**src/rtl/bram_burst_master.sv**
```systemverilog
// Initiator for one port of a single-cycle-latency BRAM: single-word writes and
// incrementing read bursts, with read data returned through a 4-deep response FIFO.
module bram_burst_master #(
    parameter int DATA_WIDTH = 32,
    parameter int ADDR_WIDTH = 8,
    parameter int LEN_WIDTH  = 4
) (
    input  logic                  clock,
    input  logic                  reset,
    input  logic                  req_valid,
    output logic                  req_ready,
    input  logic                  req_write,
    input  logic [ADDR_WIDTH-1:0] req_address,
    input  logic [LEN_WIDTH-1:0]  req_length,
    input  logic [DATA_WIDTH-1:0] req_write_data,
    output logic                  resp_valid,
    input  logic                  resp_ready,
    output logic [DATA_WIDTH-1:0] resp_data,
    output logic                  resp_last,
    output logic                  readEnable,
    output logic                  writeEnable,
    output logic [ADDR_WIDTH-1:0] address,
    output logic [DATA_WIDTH-1:0] writeData,
    input  logic [DATA_WIDTH-1:0] readData
);

    typedef enum logic [1:0] {
        IDLE  = 2'd0,
        WRITE = 2'd1,
        READ  = 2'd2
    } state_t;

    localparam logic [ADDR_WIDTH-1:0] ADDR_ONE = ADDR_WIDTH'(1'b1);
    localparam logic [LEN_WIDTH:0]    REM_ONE  = (LEN_WIDTH + 1)'(1'b1);

    state_t                  state_r, state_s;
    logic [ADDR_WIDTH-1:0]   cur_addr_r, cur_addr_s;
    logic [ADDR_WIDTH-1:0]   addr_hold_r;
    logic [LEN_WIDTH:0]      remaining_r, remaining_s;
    logic [DATA_WIDTH-1:0]   wdata_r;
    logic                    inflight_r;
    logic                    inflight_last_r;

    logic [DATA_WIDTH-1:0]   fifo_data_r [4];
    logic [3:0]              fifo_last_r;
    logic [1:0]              wr_ptr_r, rd_ptr_r;
    logic [2:0]              count_r;

    logic                    accept_s, credit_ok_s, issue_s, last_issue_s;
    logic                    re_s, we_s, push_s, pop_s;
    logic [ADDR_WIDTH-1:0]   addr_s;

    // Credit counts the queued words plus the read still in the BRAM pipe; pops are ignored.
    assign credit_ok_s = ({1'b0, count_r} + {3'b000, inflight_r}) < 4'd4;

    assign req_ready   = (state_r == IDLE) && reset;
    assign accept_s    = req_valid && req_ready;
    assign push_s      = inflight_r;
    assign pop_s       = resp_valid && resp_ready;

    assign resp_valid  = reset && (count_r != 3'd0);
    assign resp_data   = reset ? fifo_data_r[rd_ptr_r] : {DATA_WIDTH{1'b0}};
    assign resp_last   = reset && fifo_last_r[rd_ptr_r];

    assign readEnable  = re_s && reset;
    assign writeEnable = we_s && reset;
    assign address     = reset ? addr_s : {ADDR_WIDTH{1'b0}};
    assign writeData   = reset ? wdata_r : {DATA_WIDTH{1'b0}};

    // Next-state, BRAM port drive and burst bookkeeping.
    always_comb begin
        state_s      = state_r;
        cur_addr_s   = cur_addr_r;
        remaining_s  = remaining_r;
        re_s         = 1'b0;
        we_s         = 1'b0;
        addr_s       = addr_hold_r;
        issue_s      = 1'b0;
        last_issue_s = 1'b0;
        case (state_r)
            IDLE: begin
                if (accept_s) begin
                    cur_addr_s = req_address;
                    if (req_write) begin
                        state_s = WRITE;
                    end else begin
                        state_s     = READ;
                        remaining_s = {1'b0, req_length} + REM_ONE;
                    end
                end else begin
                    state_s = IDLE;
                end
            end
            WRITE: begin
                we_s    = 1'b1;
                addr_s  = cur_addr_r;
                state_s = IDLE;
            end
            READ: begin
                if (credit_ok_s) begin
                    issue_s     = 1'b1;
                    re_s        = 1'b1;
                    addr_s      = cur_addr_r;
                    cur_addr_s  = cur_addr_r + ADDR_ONE;
                    remaining_s = remaining_r - REM_ONE;
                    if (remaining_r == REM_ONE) begin
                        last_issue_s = 1'b1;
                        state_s      = IDLE;
                    end else begin
                        state_s = READ;
                    end
                end else begin
                    state_s = READ;
                end
            end
            default: begin
                state_s = IDLE;
            end
        endcase
    end

    // Control state, request latches and read pipeline tag.
    always_ff @(posedge clock) begin
        if (!reset) begin
            state_r         <= IDLE;
            cur_addr_r      <= {ADDR_WIDTH{1'b0}};
            addr_hold_r     <= {ADDR_WIDTH{1'b0}};
            remaining_r     <= {(LEN_WIDTH + 1){1'b0}};
            wdata_r         <= {DATA_WIDTH{1'b0}};
            inflight_r      <= 1'b0;
            inflight_last_r <= 1'b0;
        end else begin
            state_r         <= state_s;
            cur_addr_r      <= cur_addr_s;
            addr_hold_r     <= addr_s;
            remaining_r     <= remaining_s;
            inflight_r      <= issue_s;
            inflight_last_r <= last_issue_s;
            if (accept_s && req_write) begin
                wdata_r <= req_write_data;
            end
        end
    end

    // Response FIFO: push the BRAM word one cycle after its read was issued.
    always_ff @(posedge clock) begin
        if (!reset) begin
            for (int i = 0; i < 4; i++) begin
                fifo_data_r[i] <= {DATA_WIDTH{1'b0}};
            end
            fifo_last_r <= 4'b0000;
            wr_ptr_r    <= 2'd0;
            rd_ptr_r    <= 2'd0;
            count_r     <= 3'd0;
        end else begin
            if (push_s) begin
                fifo_data_r[wr_ptr_r] <= readData;
                fifo_last_r[wr_ptr_r] <= inflight_last_r;
                wr_ptr_r              <= wr_ptr_r + 2'd1;
            end
            if (pop_s) begin
                rd_ptr_r <= rd_ptr_r + 2'd1;
            end
            case ({push_s, pop_s})
                2'b10:   count_r <= count_r + 3'd1;
                2'b01:   count_r <= count_r - 3'd1;
                default: count_r <= count_r;
            endcase
        end
    end

endmodule

```
**config.mk**
```make
export PLATFORM = sky130hd
export DESIGN_NAME = bram_burst_master
export DESIGN_NICKNAME = d
export VERILOG_FILES = /design/src/rtl/bram_burst_master.sv
export SDC_FILE = /design/constraint.sdc
export NUM_CORES = 1
export LEC_CHECK = 0
export ABC_AREA = 1
export ABC_CLOCK_PERIOD_IN_PS = 9200
export CORE_UTILIZATION = 57
export DETAILED_ROUTE_END_ITERATION = 7
export GPL_ROUTABILITY_DRIVEN = 0
export HOLD_SLACK_MARGIN = 0.08
export PLACE_DENSITY_LB_ADDON = 0.08
export SYNTH_ARGS = -nofsm -noshare
export SYNTH_HDL_FRONTEND = slang
export SYNTH_SLANG_ARGS = --single-unit
export TNS_END_PERCENT = 5
```
**constraint.sdc**
```tcl
create_clock -name clock -period 9.2 [get_ports clock]
set_clock_uncertainty 0.05 [all_clocks]
set_input_delay 1.38 -clock clock [delete_from_list [all_inputs] [get_ports clock]]
set_output_delay 1.38 -clock clock [all_outputs]
set_load 0.1 [all_outputs]
```
== Word level (Yosys, flattened, before mapping) ==
Memories as Yosys holds them, arrays and structs flattened. A register that Yosys moved wholly into a read port is not among the register bits.
Cells that the tools add are included.
Storage, ports and cells
  bits in registers: 68
  RAM bits: 128
  bits of input ports: 81
  output and inout bits: 77
  logic and storage cells: 85
  memories: 1
Memories
  fifo_data_r: depth 4, width 32, read ports 1, clocked after memory_dff 1, write ports 4, line 44  | logic [DATA_WIDTH-1:0] fifo_data_r [4];
Cells by class
  add/subtract/negate cells: 8
  $lt $le $gt $ge: 4
  equal/unequal tests: 8
  muxes and demuxes: 36
  reductions and logical operators: 17
Operator list (number)
  $mux 32: 3
  $mux 8: 4
  $pmux 8 s2: 2
  $reduce_or 32->1: 1
  $mux 5: 3
  $mux 2: 7
  $mux 1: 11
  $pmux 5 s2: 1
  $logic_and 1x1->1: 9
  $add 8x1->8 const B: 1
  $lt 2x3->1 const B: 2
  $ne 2x2->1 const B: 3
  $pmux 3 s2: 1
  $reduce_and 3->1: 2
  $add 4x1->5 const B: 1
  $eq 5x1->1 const B: 1
  $sub 5x1->5 const B: 1
  $add 2x1->2 const B: 2
  $add 3x1->4: 1
  $bwmux 4: 1
  $eq 2x1->1 const B: 2
  $eq 2x2->1 const B: 2
  $lt 4x3->1 const B: 1
  $pmux 2 s2: 1
  other kinds (9): 10

== Logic depth before layout (Yosys ltp) ==
Gate-level depths: netlist (run 1).
  word-level depth: 5
  mapped depth: 12
  depth with buffers taken out: 11

== Worst setup path before layout (run 1) ==
OpenSTA, ideal clock, no wires.
  kind: input to output
  start: input reset
  end: output address[0]
  arrival time: 3.297 ns
  required time: 7.770 ns
  slack: 4.473 ns
  stages: 4
  path buffers: 2
  cell sequence: buf_4 inv_2 clkbuf_1 a21oi_1
Between the ends
  longest elaborated chain between the ends: 1
Ends and longest elaborated chain
  start, declared: line 9  | input logic reset,
  $mux 8
  end, declared: line 22  | output logic [ADDR_WIDTH-1:0] address,
Every way passes these cells.

== Worst setup path after layout (run 1) ==
  start: input reset
  end: output resp_valid
Between the ends
  longest elaborated chain between the ends: 1
Ends and longest elaborated chain
  $logic_and 1x1->1: line 61  | assign resp_valid = reset && (count_r != 3'd0);
  end, declared: line 16  | output logic resp_valid,
Every way passes these cells.

==> results of run 1 <==
where the power goes:
| group | total (W) | leakage (nW) | switching [W] | internal (W) |
|---|---|---|---|---|
| combinational | 0.000270 | 2.53 | 0.000189 | 0.0000810 |
| clock | 0.000770 | 0.293 | 0.000319 | 0.000451 |
| sequential | 0.000998 | 1.89 | 0.0000151 | 0.000983 |
| total | 0.00204 | 4.72 | 0.000523 | 0.00151 |
per-stage QoR:
stage          instances  worst slack [ns]    util
4_1_cts             1412             3.476  0.7356
6_report            1412             3.477  0.7356
3_3_place_gp        1381             3.512  0.6960
5_1_grt             1412             3.257  0.7356
2_1_floorplan       1061             4.473       -
3_5_place_dp        1381             3.472  0.6960
layout make-up:
class                      instances  share of cell area
clock buffer                      17             0.03776
multi-input combinational        700              0.2760
timing repair buffer             167              0.1457
sequential                       198              0.4657
inverter                         105             0.03532
clock inverter                    14             0.01610
tap                              211             0.02343
kinds of logic after synthesis:
logic type | Yosys count
simple gates | 501
buf+inv | 163
fa+ha+maj | 13
flops | 198
compound gates | 185
xor+xnor | 1
cells in the mapped netlist, drive strengths merged:
| master | n |
|---|---|
| inv | 103 |
| nor2 | 352 |
| o211ai | 1 |
| o22ai | 2 |
| o21bai | 2 |
| buf | 39 |
| dfxtp | 70 |
| xnor2 | 1 |
| nand4 | 4 |
| nand3 | 26 |
| nor4 | 1 |
| nor3b | 1 |
| clkinv | 2 |
| clkbuf | 19 |
| a21oi | 59 |
| a31oi | 1 |
| o21ai | 120 |
| fa | 1 |
| edfxtp | 128 |
| nand2 | 117 |
| ha | 12 |
worst max-delay path: cells and delay by family:
kind / cells / cell delay (ns)
AOI/OAI and AO/OA: 1 / 0.36
buffers and inverters: 4 / 2.48
path summary, 6_finish.rpt:
kind,start,to,depth (start not counted)
min reg2reg,fifo_last_r[0],fifo_last_r[0],2
max reg2reg,inflight_r,fifo_data_r[0][30],5
max,reset,resp_valid,5
min,fifo_last_r[0],fifo_last_r[0],2
metal layers:
layer	vias to the layer above	routed length [um]
met2	236	9877
met3	41	1324
met1	3366	8849
met5	-	0
li1	3664	-
met4	0	503
flip-flops by register name, summed over array words and instances, names as in the netlist, 3 cells and up, named ones only:
register,cells
cur_addr_r,8
fifo_data_r,128
wdata_r,32
fifo_last_r,4
remaining_r,5
addr_hold_r,8
count_r,3
==> flow_metrics.tcl, run 1 <==
set metrics [dict create \
    status "finished, final reports clean" \
    synth_warnings 0 \
    max_freq_mhz 174.7 \
    critPathMaxFanout 88 \
    antenna_found_initial 0 \
    routed_via_density 5.175 \
    layout_commonest_cell "nor2_1" \
    rsz0062_at_grt "no" \
    ys_seq_elements 198 \
    coreArea_sq_mm 0.01531 \
    synth.area.top_cells "edfxtp_1, dfxtp_1, nor2_1, o21ai_0, nand2_1" \
    drc 0 \
    synth_area_sq_mm 0.009016 \
    yosysUniqueCellTypes 33 \
    period_minus_slack_ns 5.723 \
    synth_top_family_by_area "simple AND/OR/NAND/NOR gates" \
    hold_viol 0 \
    postSynthAreaPerCell_sq_um 8.498 \
    yosys.area_share.simple 0.2193 \
    p_total_w 0.002038 \
    synth-seq-area-share 0.5817 \
    post_cts_resized 0 \
    first_pass_iters 5 \
    power_density_mw_per_mm2 180.9 \
    arrival_ns 4.29 \
    overflow 0 \
    irDropWorstVdd_v 0.0001489 \
    cts.sinks 198 \
    critPathKind "in -> out" \
    slew_viol_final 0 \
    grt_pass1_vias 6915 \
    worst_pin_slew_ns 1.016 \
    maxSlewHeadroom 0.3206 \
    regArea_sq_mm 0.005246 \
    cts_htree_levels 4 \
    synth_mux_area_frac 0 \
    holdBufCountCts 0 \
    rrSetupSlack_ns 6.11 \
    clkLatencyLatePin_ns 0.43 \
    mostFrequentLayoutCells "nor2_1, clkdlybuf4s50_1, edfxtp_1, o21ai_0, nand2_1" \
    die_area_sq_mm 0.01633 \
    multi_input_area_sq_mm 0.003109 \
    cts_buffer_depth 2 \
    port_buffers 157 \
    cts_tree "done" \
    path_cells "buf_2, buf_4, inv_2, a31oi_1, clkdlybuf4s50_1" \
    cts_root_buf "clkbuf_16" \
    yosysTopAreaCell "edfxtp_1" \
    synth.net_count 1155 \
    hpwl_um 12470 \
    fin_tns_setup_ns 0 \
    die_x_um 127.8 \
    track_usage 0.2647 \
    n_fill_cell 1171 \
    grt_max_degree 89 \
    stdcell_area_sq_mm 0.01127 \
    layout-drive-gt1-share 0.04746 \
    busiest_layer "met2" \
    period_share 0.6221 \
    grtUsageMet1 0.3364 \
    synthXorXnorAreaFrac 0.0009714 \
    drtAntennaViolNets 0 \
    cap_violations 0 \
    synth_compound_area_frac 0.1052 \
    synthCells 1061 \
    slowest_stage "clkdlybuf4s50_1" \
    vias 7307 \
    numCtsBuffers 17 \
    setup_viol 0 \
    wl_um 20550 \
    dpl-instance-area_sq_mm 0.01066 \
    gr-usage-met3 0.05927 \
    grt_use_met2 0.4418 \
    drtIter0Drc 597 \
    grt_pass1_wl_um 33400 \
    path_clk_slew_ns 0.06 \
    initial_core_util 0.5887 \
    nets 1283 \
    area_delta_synth_final_pct 24.95 \
    post_drt_wl_per_cell_um 14.56 \
    synth.top_cell.area_share 0.4263 \
    worstHoldPathType "reg -> reg" \
    pin_count 158 \
    n_antenna_cell 0 \
    synth_fa_ha_area_frac 0.01887 \
    leakage_nw 4.717 \
    startpoint_type "input pin" \
    crit_path_end_kind "primary output" \
    die_y_um 127.8 \
    hold_slack_ns 0.4123 \
    slowest_delay_ns 1.18 \
    num_rows 45 \
    required_ns 7.77 \
    post_cts.repair.setup_buffers 0 \
]
No activity file was read; power rests on OpenSTA's default activity.
==> run 2, diff against run 1 <==
ABC_CLOCK_PERIOD_IN_PS = 4930   (was 9200)
CORE_UTILIZATION = 48   (was 57)
clock period = 4.93 ns   (was 9.2 ns; I/O delays follow)
==> run 2 against run 1 <==
Net effect: the run now ends with design-rule violations left; global-route usage fell by 4.4 points; routed wire length rose by 1.4%; design area fell by 0.57%; sequential power rose by 86%; first-iteration DRC count fell by 22%; clock-buffer cell count rose by 6; combinational power rose by 86%; via count fell by 1.2%; register-to-register slack got worse by 4.4 ns; critical endpoint is now writeData[23]; largest cell class unchanged.
==> flow_metrics.tcl, run 2 (synthesis gave the netlist of run 1 again) <==
set metrics [dict create \
    status "complete, but fails checks" \
    violations "design-rule violations" \
    layout-drive-gt1-share 0.08306 \
    pin_count 158 \
    layout_commonest_cell "nor2_1" \
    cts_buffer_depth 2 \
    holdBufCountCts 0 \
    wl_um 20840 \
    post_cts_resized 0 \
    cts_tree "done" \
    critPathKind "in -> out" \
    power_density_mw_per_mm2 338.5 \
    max_freq_mhz 276.7 \
    post_cts.repair.setup_buffers 0 \
    antenna_found_initial 0 \
    top_register "fifo_data_r" \
    pwr-share-clk 0.376 \
    num_rows 49 \
    die_x_um 139.1 \
    power.switching_w 0.0009853 \
    coreArea_sq_mm 0.01821 \
    internal_power_w 0.002806 \
    hpwl_um 13270 \
    critPathMaxFanout 40 \
    routed_via_density 5.040 \
    area_delta_synth_final_pct 24.24 \
    path_clk_slew_ns 0.06 \
    arrival_ns 2.83 \
    slew_viol_final 0 \
    first_pass_iters 7 \
    n_antenna_cell 0 \
    critPathCapture "writeData[23]" \
    hold_viol 0 \
    reg2regPathDepth 5 \
    required_ns 4.14 \
    cts.sinks 198 \
    worst_slack_ns 1.315 \
    crit_path_end_kind "primary output" \
    period_minus_slack_ns 3.615 \
    rsz0062_at_grt "no" \
    worst_pin_slew_ns 1.019 \
    fin_tns_setup_ns 0 \
    track_usage 0.2208 \
    rrSetupSlack_ns 1.75 \
    nets 1285 \
    n_fill_cell 1630 \
    startpoint_type "input pin" \
    clkLatencyLatePin_ns 0.43 \
    critPathLaunch "reset" \
    port_buffers 157 \
    mostFrequentLayoutCells "nor2_1, edfxtp_1, o21ai_0, clkdlybuf4s50_1, nand2_1" \
    drc 9 \
    initial_core_util 0.4952 \
    drtAntennaViolNets 0 \
    maxSlewHeadroom 0.3166 \
    power_frac_seq 0.491 \
    reg.largest.list "fifo_data_r (128), wdata_r (32)" \
    grt_pass1_wl_um 34020 \
    post_drt_wl_per_cell_um 14.55 \
    vias 7222 \
    worstHoldPathType "reg -> reg" \
    combPwrFrac 0.133 \
    die_y_um 139.1 \
    grt_pass1_vias 6853 \
    setup_viol 0 \
    largest_reg_flops 128 \
    cts_htree_levels 4 \
    place_ws_ns 1.155 \
    grt_max_degree 65 \
    drtIter0Drc 463 \
    timing.rr.end "fifo_data_r[0][29]" \
    r2r-start "inflight_r" \
    irDropWorstVdd_v 0.0002384 \
    switching_share 0.2599 \
    cap_violations 0 \
    period_share 0.7332 \
    cts_root_buf "clkbuf_16" \
    overflow 0 \
    numCtsBuffers 17 \
    die_area_sq_mm 0.01934 \
    leakage_nw 4.799 \
]
run 2: layout make-up:
cell class              instances  area (sq um)  share of cell area
well taps                     229         286.5             0.02558
clock inverters                 9         112.6             0.01005
multi-input cells             700          3109              0.2776
inverters                     105         397.9             0.03552
repair buffers                169          1549              0.1383
flip-flops and latches        198          5246              0.4683
clock buffers                  23         500.5             0.04468
run 2: metrics by stage:
step           hold WS, ns    util  instance area (sq um)  std cells  power [W]
3_5_place_dp        0.4083  0.5815                  10590       1401   0.002403
6_report            0.4150  0.6152                  11200       1433   0.003791
2_1_floorplan       0.3853       -                   9016       1061   0.002238
4_1_cts             0.4170  0.6152                  11200       1433   0.003808
3_3_place_gp        0.3992  0.5815                  10590       1401   0.002401
5_1_grt             0.4390  0.6152                  11200       1433   0.003915
run 2: worst min path at each step:
| stage | depth (start not counted) | slack [ns] | start | end |
|---|---|---|---|---|
| 6_report | 2 | 0.42 | fifo_last_r[0] | fifo_last_r[0] |
| 5_1_grt | 2 | 0.44 | fifo_last_r[3] | fifo_last_r[3] |
| 4_1_cts | 2 | 0.42 | fifo_last_r[0] | fifo_last_r[0] |
| 3_5_place_dp | 2 | 0.41 | fifo_last_r[0] | fifo_last_r[0] |
| 3_3_place_gp | 2 | 0.40 | fifo_last_r[0] | fifo_last_r[0] |
| 2_1_floorplan | 2 | 0.39 | fifo_last_r[1] | fifo_last_r[1] |
run 2: power groups by stage:
stage	logic, W	registers [W]	clock network, W
2_1_floorplan	0.000346	0.00189	0
3_3_place_gp	0.000502	0.00190	0
3_5_place_dp	0.000505	0.00190	0
4_1_cts	0.000508	0.00186	0.00144
5_1_grt	0.000544	0.00187	0.00150
6_report	0.000503	0.00186	0.00143
run 2: worst max-delay path, stage by stage:
cell and delay (ns):
buf_2 0.36, buf_4 0.40, nand2_1 0.11, inv_1 0.07, clkdlybuf4s50_1 1.13
run 2: layer usage:
layer	vias to the layer above	GRT usage	routed length [um]
met3	16	0.05041	1191
met2	200	0.3607	9729
met4	0	0.06082	202
met5	-	0	0
met1	3341	0.2952	9720
li1	3665	-	-
==> run 3, diff against run 2 <==
ABC_CLOCK_PERIOD_IN_PS = 3360   (was 4930)
CORE_UTILIZATION = 53   (was 48)
clock period = 3.36 ns   (was 4.93 ns; I/O delays follow)
==> run 3 against run 2 <==
Net effect: the run now ends clean; sequential cell count unchanged; cell count about the same; register-to-register slack worse by 0.68 ns; global-route usage rose by 2.5 points; clock-buffer cell count down 3; critical path type is now reg -> out.
==> flow_metrics.tcl, run 3 (synthesis gave the netlist of run 1 again) <==
set metrics [dict create \
    power_density_mw_per_mm2 472.1 \
    period_share 0.8479 \
    worstHoldPathType "reg -> reg" \
    reg2regPathDepth 11 \
    whs_endpoint "fifo_last_r[3]" \
    critPathMaxFanout 12 \
    top_layer "met4" \
    mostFrequentLayoutCells "nor2_1, edfxtp_1, o21ai_0, nand2_1, inv_1" \
    die_area_sq_mm 0.01754 \
    clkLatencyLatePin_ns 0.43 \
    post_cts_resized 0 \
    cts_buffer_depth 2 \
    antenna_found_initial 0 \
    rrSetupSlack_ns 1.07 \
    r2r-start "count_r[0]" \
    path_clk_slew_ns 0.06 \
    layout_commonest_cell "nor2_1" \
    critPathLaunch "inflight_r" \
    crit_path_frequent_cell "nand2_1" \
    die_x_um 132.4 \
    slowest_stage "dfxtp_1" \
    first_pass_iters 5 \
    die_y_um 132.4 \
    max_freq_mhz 351.0 \
    crit_path_end_kind "primary output" \
    status "finished, final reports clean" \
    post_drt_wl_per_cell_um 14.50 \
    multi_input_area_sq_mm 0.003115 \
    path_cells "nand3_1, nand2_1, nand2_2, nand2_1, nand2_1, a21oi_1, buf_12" \
    period_minus_slack_ns 2.849 \
    wl_met3_um 1342 \
    hold_viol 0 \
    worst_pin_slew_ns 0.7010 \
    largest_reg_flops 128 \
    grt_pass1_wl_um 34150 \
    post-place-cells 1400 \
    drc 0 \
    grt_pass1_vias 7087 \
    startpoint_type "flop" \
    required_ns 2.81 \
    coreArea_sq_mm 0.01658 \
    routed-wl-met2_um 10030 \
    leakage_nw 5.027 \
    initial_core_util 0.5437 \
    cts_tree "done" \
    regArea_sq_mm 0.005246 \
    cts_root_buf "clkbuf_16" \
    grt_max_degree 65 \
    slew_viol_final 0 \
    numCtsBuffers 17 \
    top_register "fifo_data_r" \
    area_delta_synth_final_pct 29.48 \
    critPathKind "reg -> out" \
    post_cts.repair.setup_buffers 0 \
    cap_violations 0 \
    drt-met1-wl_um 9111 \
    track_usage 0.2459 \
    fin_util 0.7039 \
    layout-drive-gt1-share 0.1163 \
    irDropWorstVdd_v 0.0003340 \
    timing.rr.end "count_r[2]" \
    overflow 0 \
    n_fill_cell 1317 \
    fin_cells 1432 \
    vias 7350 \
    cts_htree_levels 4 \
    setup_viol 0 \
    n_antenna_cell 0 \
    wl_um 20760 \
    nets 1293 \
    rsz0062_at_grt "no" \
    min_delay_path_depth 2 \
    maxSlewHeadroom 0.5326 \
    holdBufCountCts 0 \
    drtAntennaViolNets 0 \
    cp_top_family "simple AND/OR/NAND/NOR gates" \
    port_buffers 157 \
    min_from "fifo_last_r[3]" \
    cts.sinks 198 \
    p_total_w 0.005512 \
    drtIter0Drc 801 \
    hpwl_um 12770 \
    arrival_ns 2.29 \
    num_rows 47 \
    critPathBufInv 1 \
    slowest_delay_ns 0.60 \
    reg.largest.list "fifo_data_r (128), wdata_r (32)" \
    routed_via_density 5.133 \
    pin_count 158 \
]
==> run 3: changes by cell type in the layout (fill, tap and decap cells not counted), sizes merged <==
cell / change
clkdlybuf4s50: -34
clkinv: +4
clkbuf: -3
buf: +42
clkinvlp: -1
==> run 3: final cells by class <==
| type | instances | area share |
|---|---|---|
| clock inverter | 12 | 0.01093 |
| inverter | 105 | 0.03408 |
| multi-input combinational | 700 | 0.2669 |
| clock buffer | 20 | 0.03741 |
| tap | 220 | 0.02358 |
| sequential | 198 | 0.4494 |
| timing repair buffer | 177 | 0.1777 |
==> run 3: tightest hold or removal path: stages (launching register included) <==
cell and delay, ns:
dfxtp_1 0.31, nand2_1 0.06, a21oi_1 0.05
==> run 3: routing by layer <==
| metal | vias to the layer above | global-route usage |
|---|---|---|
| met2 | 219 | 0.4111 |
| li1 | 3689 | - |
| met1 | 3420 | 0.3141 |
| met5 | - | 0 |
| met4 | 0 | 0.07982 |
| met3 | 22 | 0.06092 |
==> run 3: per-stage QoR <==
step | setup TNS [ns] | area (sq um) | setup WS (ns) | hold WS, ns
final | 0 | 11670 | 0.5112 | 0.4097
after global routing | 0 | 11670 | 0.3132 | 0.4347
after CTS | 0 | 11670 | 0.5109 | 0.4064
after detailed placement | 0 | 11110 | 0.8495 | 0.4005
after global placement | 0 | 11110 | 0.9058 | 0.3943
after floorplan | -0.7580 | 9021 | -0.4407 | 0.3853
==> run 3: worst max path at each step <==
stage	end	slack [ns]	cells past startpoint
final	address[6]	0.51	7
after global routing	address[6]	0.31	7
after CTS	address[6]	0.51	7
after detailed placement	count_r[2]	0.85	12
after global placement	count_r[2]	0.91	12
after floorplan	count_r[2]	-0.44	12
==> run 3: power by group <==
group          switching, W  internal, W  leakage, nW
combinational      0.000531     0.000267         2.87
clock              0.000886      0.00110        0.270
sequential        0.0000411      0.00269         1.89
total               0.00146      0.00405         5.03
